--- src/rtl/hh_spike_detector_pkg.sv ---
// Shared voltage-format constants and FSM state type for the HH neuron tile.
// Voltages are signed Q9.5: code = mV * 32.
package hh_pkg;

    localparam int HH_W      = 14;
    localparam int HH_FRAC   = 5;

    localparam int V_REST    = -2080;
    localparam int THRESH_HI = 0;
    localparam int THRESH_LO = -640;

    typedef enum logic [1:0] {
        ARMED   = 2'd0,
        ABOVE   = 2'd1,
        REFRACT = 2'd2
    } state_t;

endpackage

--- src/rtl/hh_spike_detector_if.sv ---
// Sample/statistics bundle between the neuron-side driver and the spike detector.
// master drives samples and controls; slave (the detector) returns registered results.
interface hh_spike_detector_if #(
    parameter int W     = 14,
    parameter int CNT_W = 16,
    parameter int ISI_W = 16
) ();

    logic signed [W-1:0] v_in;
    logic                v_valid;
    logic                enable;
    logic                clear;
    logic                spike;
    logic [CNT_W-1:0]    spike_count;
    logic signed [W-1:0] peak_v;
    logic [ISI_W-1:0]    isi;
    logic                isi_valid;

    modport master (
        output v_in, v_valid, enable, clear,
        input  spike, spike_count, peak_v, isi, isi_valid
    );

    modport slave (
        input  v_in, v_valid, enable, clear,
        output spike, spike_count, peak_v, isi, isi_valid
    );

endinterface

--- src/rtl/hh_spike_detector_sat_counter.sv ---
// Saturating up-counter: clear/load_zero zero the base value, inc then adds one unless at all-ones.
// Registered output, one-cycle update; sat reflects the current register value.
module hh_sat_counter #(
    parameter int WIDTH = 16
) (
    input  logic             clk,
    input  logic             rst,
    input  logic             inc,
    input  logic             clear,
    input  logic             load_zero,
    output logic [WIDTH-1:0] cnt,
    output logic             sat
);

    logic [WIDTH-1:0] cnt_q;
    logic [WIDTH-1:0] base;
    logic [WIDTH-1:0] cnt_d;

    // A clear coinciding with an increment yields one, so the event that
    // shares the cycle with the clear is still counted.
    always_comb begin
        base  = (clear | load_zero) ? '0 : cnt_q;
        cnt_d = base;
        if (inc && !(&base)) begin
            cnt_d = base + WIDTH'(1);
        end
    end

    always_ff @(posedge clk or posedge rst) begin
        if (rst) begin
            cnt_q <= '0;
        end else begin
            cnt_q <= cnt_d;
        end
    end

    assign cnt = cnt_q;
    assign sat = &cnt_q;

endmodule

--- src/rtl/hh_spike_detector.sv ---
// Action-potential detector with hysteresis and refractory window; spike count, peak and ISI stats.
// All outputs registered, 1 cycle after the triggering accepted sample.
module hh_spike_detector #(
    parameter int W           = hh_pkg::HH_W,
    parameter int THRESH_HI   = hh_pkg::THRESH_HI,
    parameter int THRESH_LO   = hh_pkg::THRESH_LO,
    parameter int REFRACT_CYC = 16,
    parameter int CNT_W       = 16,
    parameter int ISI_W       = 16
) (
    input  logic               clk,
    input  logic               rst,
    hh_spike_detector_if.slave bus
);

    import hh_pkg::*;

    localparam int REF_W = (REFRACT_CYC > 1) ? $clog2(REFRACT_CYC) : 1;
    localparam logic signed [W-1:0] TH_HI = W'(THRESH_HI);
    localparam logic signed [W-1:0] TH_LO = W'(THRESH_LO);

    state_t              state_q, state_d;
    logic [REF_W-1:0]    ref_q, ref_d;
    logic signed [W-1:0] run_q, run_d;
    logic signed [W-1:0] peak_q, peak_d;

    logic accepted;
    logic above_hi;
    logic below_lo;
    logic spike_hit;

    assign accepted = bus.v_valid & bus.enable;
    assign above_hi = (bus.v_in >= TH_HI);
    assign below_lo = (bus.v_in < TH_LO);

    always_ff @(posedge clk or posedge rst) begin
        if (rst) begin
            state_q <= ARMED;
            ref_q   <= '0;
            run_q   <= '0;
            peak_q  <= '0;
        end else begin
            state_q <= state_d;
            ref_q   <= ref_d;
            run_q   <= run_d;
            peak_q  <= peak_d;
        end
    end

    always_comb begin
        state_d   = state_q;
        ref_d     = ref_q;
        run_d     = run_q;
        peak_d    = peak_q;
        spike_hit = 1'b0;
        if (accepted) begin
            case (state_q)
                ARMED: begin
                    if (above_hi) begin
                        spike_hit = 1'b1;
                        state_d   = ABOVE;
                        run_d     = bus.v_in;
                    end
                end
                ABOVE: begin
                    if (above_hi) begin
                        if (bus.v_in > run_q) begin
                            run_d = bus.v_in;
                        end
                    end else begin
                        peak_d  = run_q;
                        ref_d   = REF_W'(REFRACT_CYC - 1);
                        state_d = REFRACT;
                    end
                end
                REFRACT: begin
                    // Samples during the countdown are ignored; after it, re-arm needs a dip below THRESH_LO.
                    if (ref_q != '0) begin
                        ref_d = ref_q - REF_W'(1);
                    end else if (below_lo) begin
                        state_d = ARMED;
                    end
                end
                default: begin
                    state_d = ARMED;
                end
            endcase
        end
    end

    logic [CNT_W-1:0] count;
    logic             count_sat;
    logic [ISI_W-1:0] timer;
    logic             timer_sat;
    logic [ISI_W-1:0] isi_next;

    hh_sat_counter #(.WIDTH(CNT_W)) u_spike_cnt (
        .clk       (clk),
        .rst       (rst),
        .inc       (spike_hit & (bus.clear | ~count_sat)),
        .clear     (bus.clear),
        .load_zero (1'b0),
        .cnt       (count),
        .sat       (count_sat)
    );

    hh_sat_counter #(.WIDTH(ISI_W)) u_isi_timer (
        .clk       (clk),
        .rst       (rst),
        .inc       (accepted & ~spike_hit),
        .clear     (bus.clear),
        .load_zero (spike_hit),
        .cnt       (timer),
        .sat       (timer_sat)
    );

    // Timer counts non-spike samples since the last spike, so the interval is timer+1.
    assign isi_next = timer_sat ? timer : timer + ISI_W'(1);

    logic             spike_q;
    logic             isi_valid_q;
    logic [ISI_W-1:0] isi_q;
    logic             have_prev_q;

    always_ff @(posedge clk or posedge rst) begin
        if (rst) begin
            spike_q     <= 1'b0;
            isi_valid_q <= 1'b0;
            isi_q       <= '0;
            have_prev_q <= 1'b0;
        end else begin
            spike_q     <= spike_hit;
            isi_valid_q <= spike_hit & have_prev_q & ~bus.clear;
            if (bus.clear) begin
                isi_q <= '0;
            end else if (spike_hit & have_prev_q) begin
                isi_q <= isi_next;
            end
            if (spike_hit) begin
                have_prev_q <= 1'b1;
            end else if (bus.clear) begin
                have_prev_q <= 1'b0;
            end
        end
    end

    assign bus.spike       = spike_q;
    assign bus.spike_count = count;
    assign bus.peak_v      = peak_q;
    assign bus.isi         = isi_q;
    assign bus.isi_valid   = isi_valid_q;

endmodule

--- src/flat_wrapper.sv ---
// flat-port wrapper written by rule: the top's interface ports become plain ports
module hh_spike_detector_flat import hh_pkg::*;
#(
    parameter int W           = hh_pkg::HH_W,
    parameter int THRESH_HI   = hh_pkg::THRESH_HI,
    parameter int THRESH_LO   = hh_pkg::THRESH_LO,
    parameter int REFRACT_CYC = 16,
    parameter int CNT_W       = 16,
    parameter int ISI_W       = 16
)
  (clk, rst, bus_v_in, bus_v_valid, bus_enable, bus_clear, bus_spike, bus_spike_count, bus_peak_v, bus_isi, bus_isi_valid);
  hh_spike_detector_if #(.W(W), .CNT_W(CNT_W), .ISI_W(ISI_W)) bus_i ();
  input  logic clk;
  input  logic rst;
  input wire logic [$bits(bus_i.v_in)-1:0] bus_v_in;
  input wire logic [$bits(bus_i.v_valid)-1:0] bus_v_valid;
  input wire logic [$bits(bus_i.enable)-1:0] bus_enable;
  input wire logic [$bits(bus_i.clear)-1:0] bus_clear;
  output wire logic [$bits(bus_i.spike)-1:0] bus_spike;
  output wire logic [$bits(bus_i.spike_count)-1:0] bus_spike_count;
  output wire logic [$bits(bus_i.peak_v)-1:0] bus_peak_v;
  output wire logic [$bits(bus_i.isi)-1:0] bus_isi;
  output wire logic [$bits(bus_i.isi_valid)-1:0] bus_isi_valid;
  assign bus_i.v_in = bus_v_in;
  assign bus_i.v_valid = bus_v_valid;
  assign bus_i.enable = bus_enable;
  assign bus_i.clear = bus_clear;
  assign bus_spike = bus_i.spike;
  assign bus_spike_count = bus_i.spike_count;
  assign bus_peak_v = bus_i.peak_v;
  assign bus_isi = bus_i.isi;
  assign bus_isi_valid = bus_i.isi_valid;
  hh_spike_detector #(.W(W), .THRESH_HI(THRESH_HI), .THRESH_LO(THRESH_LO), .REFRACT_CYC(REFRACT_CYC), .CNT_W(CNT_W), .ISI_W(ISI_W)) u_core (.clk(clk), .rst(rst), .bus(bus_i));
endmodule
--- config.mk ---
export PLATFORM = sky130hd
export DESIGN_NAME = hh_spike_detector_flat
export DESIGN_NICKNAME = d
export VERILOG_FILES = /design/src/rtl/hh_spike_detector_pkg.sv /design/src/rtl/hh_spike_detector_if.sv /design/src/rtl/hh_spike_detector_sat_counter.sv /design/src/rtl/hh_spike_detector.sv /design/src/flat_wrapper.sv
export SDC_FILE = /design/constraint.sdc
export NUM_CORES = 1
export LEC_CHECK = 0
export ABC_CLOCK_PERIOD_IN_PS = 3900
export BUFFER_PORTS_ARGS = -buffer_cell sky130_fd_sc_hd__clkbuf_2
export CORE_MARGIN = 1.5
export CORE_UTILIZATION = 60
export CTS_BUF_LIST = sky130_fd_sc_hd__clkbuf_4 sky130_fd_sc_hd__clkbuf_8 sky130_fd_sc_hd__clkbuf_16
export DETAILED_ROUTE_END_ITERATION = 8
export PLACE_DENSITY = 0.88
export SYNTH_ARGS = -nofsm -noshare
export SYNTH_HDL_FRONTEND = slang
export SYNTH_HIERARCHICAL = 1
export SYNTH_SLANG_ARGS = --single-unit
--- constraint.sdc ---
create_clock -name clk -period 3.9 [get_ports clk]
set_input_delay 1.17 -clock clk [delete_from_list [all_inputs] [get_ports clk]]
set_output_delay 1.17 -clock clk [all_outputs]
set_load 0.02 [all_outputs]
* Word-level counts from Yosys, hierarchy flattened
Cells that the tools add are included.
** Cells by class
- Order comparisons :: 3
- Add/subtract/negate cells :: 4
- Bitwise gates (word level) :: 11
- Reductions and logical operators :: 18
- Equal/unequal tests :: 9
- Multiplexer cells :: 24
** Operators with widths (number)
- 16-bit two-way mux :: 7
- 16-bit AND reduction :: 4
- 16-bit by 1-bit adder with 16-bit output, second input constant :: 3
- 14-bit two-way mux :: 3
- 14-bit case mux with 2 select lines :: 1
- 14-bit by 1-bit greater-or-equal comparator with 1-bit output, second input constant :: 1
- 14-bit > comparator :: 1
- 14-bit by 11-bit < comparator with 1-bit output, second input constant :: 1
- 2-bit by 1-bit inequality test with 1-bit output, second input constant :: 5
- 5-bit AND reduction :: 2
- 2-bit two-way mux :: 4
- 4-bit two-way mux :: 2
- 4-bit case mux with 2 select lines :: 1
- 2-bit nonzero test :: 4
- 2-bit case mux with 3 select lines :: 1
- 1-bit AND :: 5
- 1-bit two-way mux :: 5
- 2-bit inequality test, second input constant :: 2
- 1-bit NOT :: 4
- 4-bit AND reduction :: 1
- 4-bit nonzero test :: 1
- 4-bit by 1-bit subtractor with 4-bit output, second input constant :: 1
- 3-bit AND reduction :: 1
- 2-bit by 1-bit equality test with 1-bit output, second input constant :: 1
- 5 further kinds :: 8
** Word-level totals
- Output and inout bits :: 48
- Word-level logic and storage cells :: 79
- Register bits after elaboration :: 85

* Logic depth before layout (Yosys ltp)
- Word-level depth :: 10
- Mapped depth :: 11
- Gate-level depth less buffers :: 10

* Modules after synthesis
Netlist, hierarchy kept.
** Modules (own cells, without submodules)
- hh_spike_detector :: area each 2711.4 um2, times used 1, cells an instance 266
- hh_sat_counter :: area each 958.4 um2, times used 2, cells an instance 98

* Least setup slack after synthesis
No wires, ideal clock.
- Path kind :: input-to-reg
- Start point :: in bus_v_in[13]
- End point :: reg u_core.u_isi_timer.cnt_q[6], in the netlist u_core/u_isi_timer/cnt[6]
- Setup slack :: 0.791 ns
- Stages on the path :: 10
- Setup time :: 0.077 ns
- Buffers on the path :: 0
- Arrival :: 3.032 ns
- Data required time :: 3.823 ns
- Cell sequence :: nor3_1 nand3_1 inv_1 nor2_4 and2_1 ha_1 and3_2 nand3_1 or4_1 a21oi_1
** On the way
- Longest elaborated chain between the ends :: 10
- Elaborated cells on any way between the ends :: 13
- Those cells by class :: add/sub: 1; order compare: 1; mux: 5; bitwise: 3; reduce/logical: 3
** Ends and longest elaborated chain
- from (decl) :: RTL line flat_wrapper.sv:15 : input wire logic [$bits(bus_i.v_in)-1:0] bus_v_in;
- 14-bit by 1-bit greater-or-equal comparator with 1-bit output (*) :: RTL line hh_spike_detector.sv:33 : assign above_hi = (bus.v_in >= TH_HI);
- 1-bit two-way mux (*) :: RTL line hh_spike_detector.sv:59 : if (above_hi) begin
- 1-bit two-way mux (*) :: RTL line hh_spike_detector.sv:57 : case (state_q)
- 1-bit two-way mux (*) :: RTL line hh_spike_detector.sv:56 : if (accepted) begin
- via u_core.spike_hit :: RTL line hh_spike_detector.sv:30 : logic spike_hit;
- branches (longest 5 deep; another with 16-bit by 1-bit adder with 16-bit output)
- 16-bit two-way mux (*) :: RTL line hh_spike_detector_sat_counter.sv:24 : if (inc && !(&base)) begin
- via u_core.u_isi_timer.cnt_d[6] :: RTL line hh_spike_detector_sat_counter.sv:17 : logic [WIDTH-1:0] cnt_d;
- to (signal assigned) :: RTL line hh_spike_detector_sat_counter.sv:33 : cnt_q <= cnt_d;
- to (decl) :: RTL line hh_spike_detector_sat_counter.sv:15 : logic [WIDTH-1:0] cnt_q;
Mark *: on every way through the listed nets, which the timed path passes.
A chain may end at the register's enable or synchronous reset.

* Worst setup path after layout
Ends and elaborated chain as after synthesis.

==> impl_metrics.tcl <==
set metrics [dict create \
    postCtsSetupRepairBufs 0 \
    cp.required_ns 4.17 \
    ys_warn_count 6 \
    synthArstFlopShare_pct 100 \
    powerDensity_nw_per_um2 486 \
    clk_pin_slew_ns 0.08 \
    vias 3769 \
    ir_worst_vdd_uv 233 \
    synth-edff-count 0 \
    grt.total_usage_pct 26.6 \
    ios 67 \
    tightest_slew_ns 1.23 \
    synth_top_family_by_area "simple AND/OR/NAND/NOR gates" \
    finalNetCount 566 \
    crit_fanout 6 \
    drc 0 \
    ctsResizeCount 0 \
    synth_compound_area_share_pct 11.8 \
    cts_buffers 9 \
    min_period_over_period_pct 80.2 \
    portBuffers 66 \
    synth_top_area_share_pct 46.0 \
    firstDrtPassIters 5 \
    holdBufCountCts 0 \
    gp_congestion 0.936 \
    yosysMostFrequentCell "dfrtp_1" \
    arrival_ns 3.40 \
    fmax_mhz 320 \
    clockBufferDepth 2 \
    grt_overflow 0 \
    synth_fa_ha_area_share_pct 4.87 \
    clock_sinks 85 \
    status "finished, final reports clean" \
    finalClockSkew_ns 0.0134 \
    insertion_delay_ns 0.36 \
    synthMuxAreaShare_pct 4.84 \
    synth_cell_type_count 54 \
    synthTopCellsByCount "dfrtp_1 (85), nand2_1 (63), o21ai_0 (35), inv_1 (31), nand4_1 (19)" \
    syn2layout_area_growth_pct 13.7 \
    synthSimpleGateAreaFrac_pct 22.1 \
    synth.area.top_cells "dfrtp_1 (46%), nand2_1 (5.1%), ha_1 (4.9%)" \
    postSynthCellCount 462 \
    ys.flop_type "dfrtp_1" \
    hpwl_mm 7.32 \
    wl_mm 10.3 \
    layout.cells.non_filler 632 \
    yosysTopAreaCell "dfrtp_1" \
    grt_max_degree 54 \
    vias_per_cell 5.96 \
    die_area_sq_um 8250 \
    rows 31 \
    relSlewSlack_pct 18.3 \
    hp-class "reg -> reg" \
    layout_setup_ws_ns 0.772 \
    antenna_found_initial 0 \
    netlist_area_sq_um 4630 \
    wl_per_cell_um 16.2 \
    setup_viol 0 \
    final_hold_viol_count 0 \
    synth_xor_area_share_pct 5.87 \
    p_leak_nw 2.47 \
    cp-start-kind "primary input" \
    layout-drive-gt1-share_pct 23.3 \
    die_x_um 90.8 \
    fin_setup_tns_ns 0 \
    cts_tree "built" \
    end_kind "flip-flop" \
    antenna_left 0 \
    drt_iter0_markers 205 \
    max-cap-violations 0 \
    htreeDepth 3 \
    syn_area_per_cell_sq_um 10.0 \
    regArea_sq_um 2130 \
    pre_cts_slack_ns 0.437 \
    p_total_mw 2.56 \
    grt_pass1_vias 3688 \
    core_sq_um 7370 \
    multi_input_area_sq_um 2300 \
    ys_seq_area_share_pct 46.0 \
    fp.dieH_um 90.8 \
    slew_viol_final 0 \
    fillers 525 \
    worstSetupPathType "in -> reg" \
    insertedDiodeCount 0 \
    grt_pass1_wl_mm 17.8 \
    ys_seq_elements 85 \
    dp_cells 617 \
    start_util_pct 62.8 \
    clockRootBuffer "clkbuf_8" \
    final_util_pct 71.4 \
    period_needed_ns 3.13 \
    grt_setup_unrepaired "false" \
]
[final timing paths]
| path | start | end | slack (ns) | cells after the start |
|---|---|---|---|---|
| max in group asynchronous | rst | u_core/bus.isi[9]$_DFFE_PP0P_ | 2.12 | 2 |
| setup / recovery | bus_v_in[13] | u_core/u_isi_timer/cnt[6]$_DFF_PP0_ | 0.77 | 11 |
| hold / removal | u_core/bus.isi[12]$_DFFE_PP0P_ | u_core/bus.isi[12]$_DFFE_PP0P_ | 0.49 | 2 |
| hold reg to reg | u_core/bus.isi[12]$_DFFE_PP0P_ | u_core/bus.isi[12]$_DFFE_PP0P_ | 0.49 | 2 |
| min in group asynchronous | rst | u_core/u_spike_cnt/cnt[1]$_DFF_PP0_ | 0.89 | 2 |
| setup reg to reg | u_core/state_q[0]$_DFFE_PP0P_ | u_core/u_isi_timer/cnt[6]$_DFF_PP0_ | 1.26 | 10 |
[per-stage QoR]
stage	area (sq um)	hold WS, ns
2_1_floorplan	4630	0.471
3_3_place_gp	5020	0.460
3_5_place_dp	5020	0.470
4_1_cts	5260	0.489
5_1_grt	5260	0.509
6_report	5260	0.486
[routing by layer]
metal,global-route usage [%],share of wire (%)
met3,5.05,3.9
met5,0,0
met4,8.20,2.0
met2,45.4,51
met1,34.4,43
[area by class of cell]
type | count | share of cell area [%]
Clock buffer | 10 | 2.62
Clock inverter | 5 | 2.04
Inverter | 31 | 2.21
Multi-Input combinational cell | 333 | 43.7
Sequential cell | 85 | 40.4
Tap cell | 99 | 2.35
Timing Repair Buffer | 69 | 6.70
[sequential cells by signal (all words and copies together), names as in the netlist, 2 cells and up]
| name | cells |
|---|---|
| u_core/bus.isi | 16 |
| u_core/bus.peak_v | 14 |
| u_core/ref_q | 4 |
| u_core/run_q | 14 |
| u_core/state_q | 2 |
| u_core/u_isi_timer/cnt | 16 |
| u_core/u_spike_cnt/cnt | 16 |
[cells in the final DEF, fill, tap and decap left out, types with 5 or more instances in the layout]
cell type	count
dfrtp_1	85
xor2_1	16
and4_1	10
nor2_1	18
nor3_1	5
inv_1	30
xnor2_1	15
mux2_2	7
o31ai_1	7
nand3_1	16
a21oi_1	14
clkbuf_2	66
clkbuf_8	10
nand4_1	19
and4_4	6
mux2_4	9
ha_1	18
nand2_1	63
o21a_1	5
o21ai_0	35
[critical path, cell delays in order]
cell and delay (ns):
clkbuf_2 0.13, nor3_1 0.08, nand3_1 0.17, inv_1 0.16, nor2_4 0.19, and2_1 0.20
ha_1 0.23, and3_2 0.24, nand3_1 0.14, or4_1 0.53, a21oi_1 0.16
[cells by family after synthesis]
kind of cell,Yosys count
adder cells (fa/ha/maj),18
buffers and inverters,45
other,1
AND/OR/NAND/NOR,179
flip-flops,85
multiplexers,17
AO/OA/AOI/OAI,86
XOR/XNOR,31
[power by group]
part | switching [mW] | internal, mW
clock | 0.324 | 0.443
sequential | 0.105 | 1.04
combinational | 0.370 | 0.273
total | 0.799 | 1.76
Power figures use the tool's default switching activity.
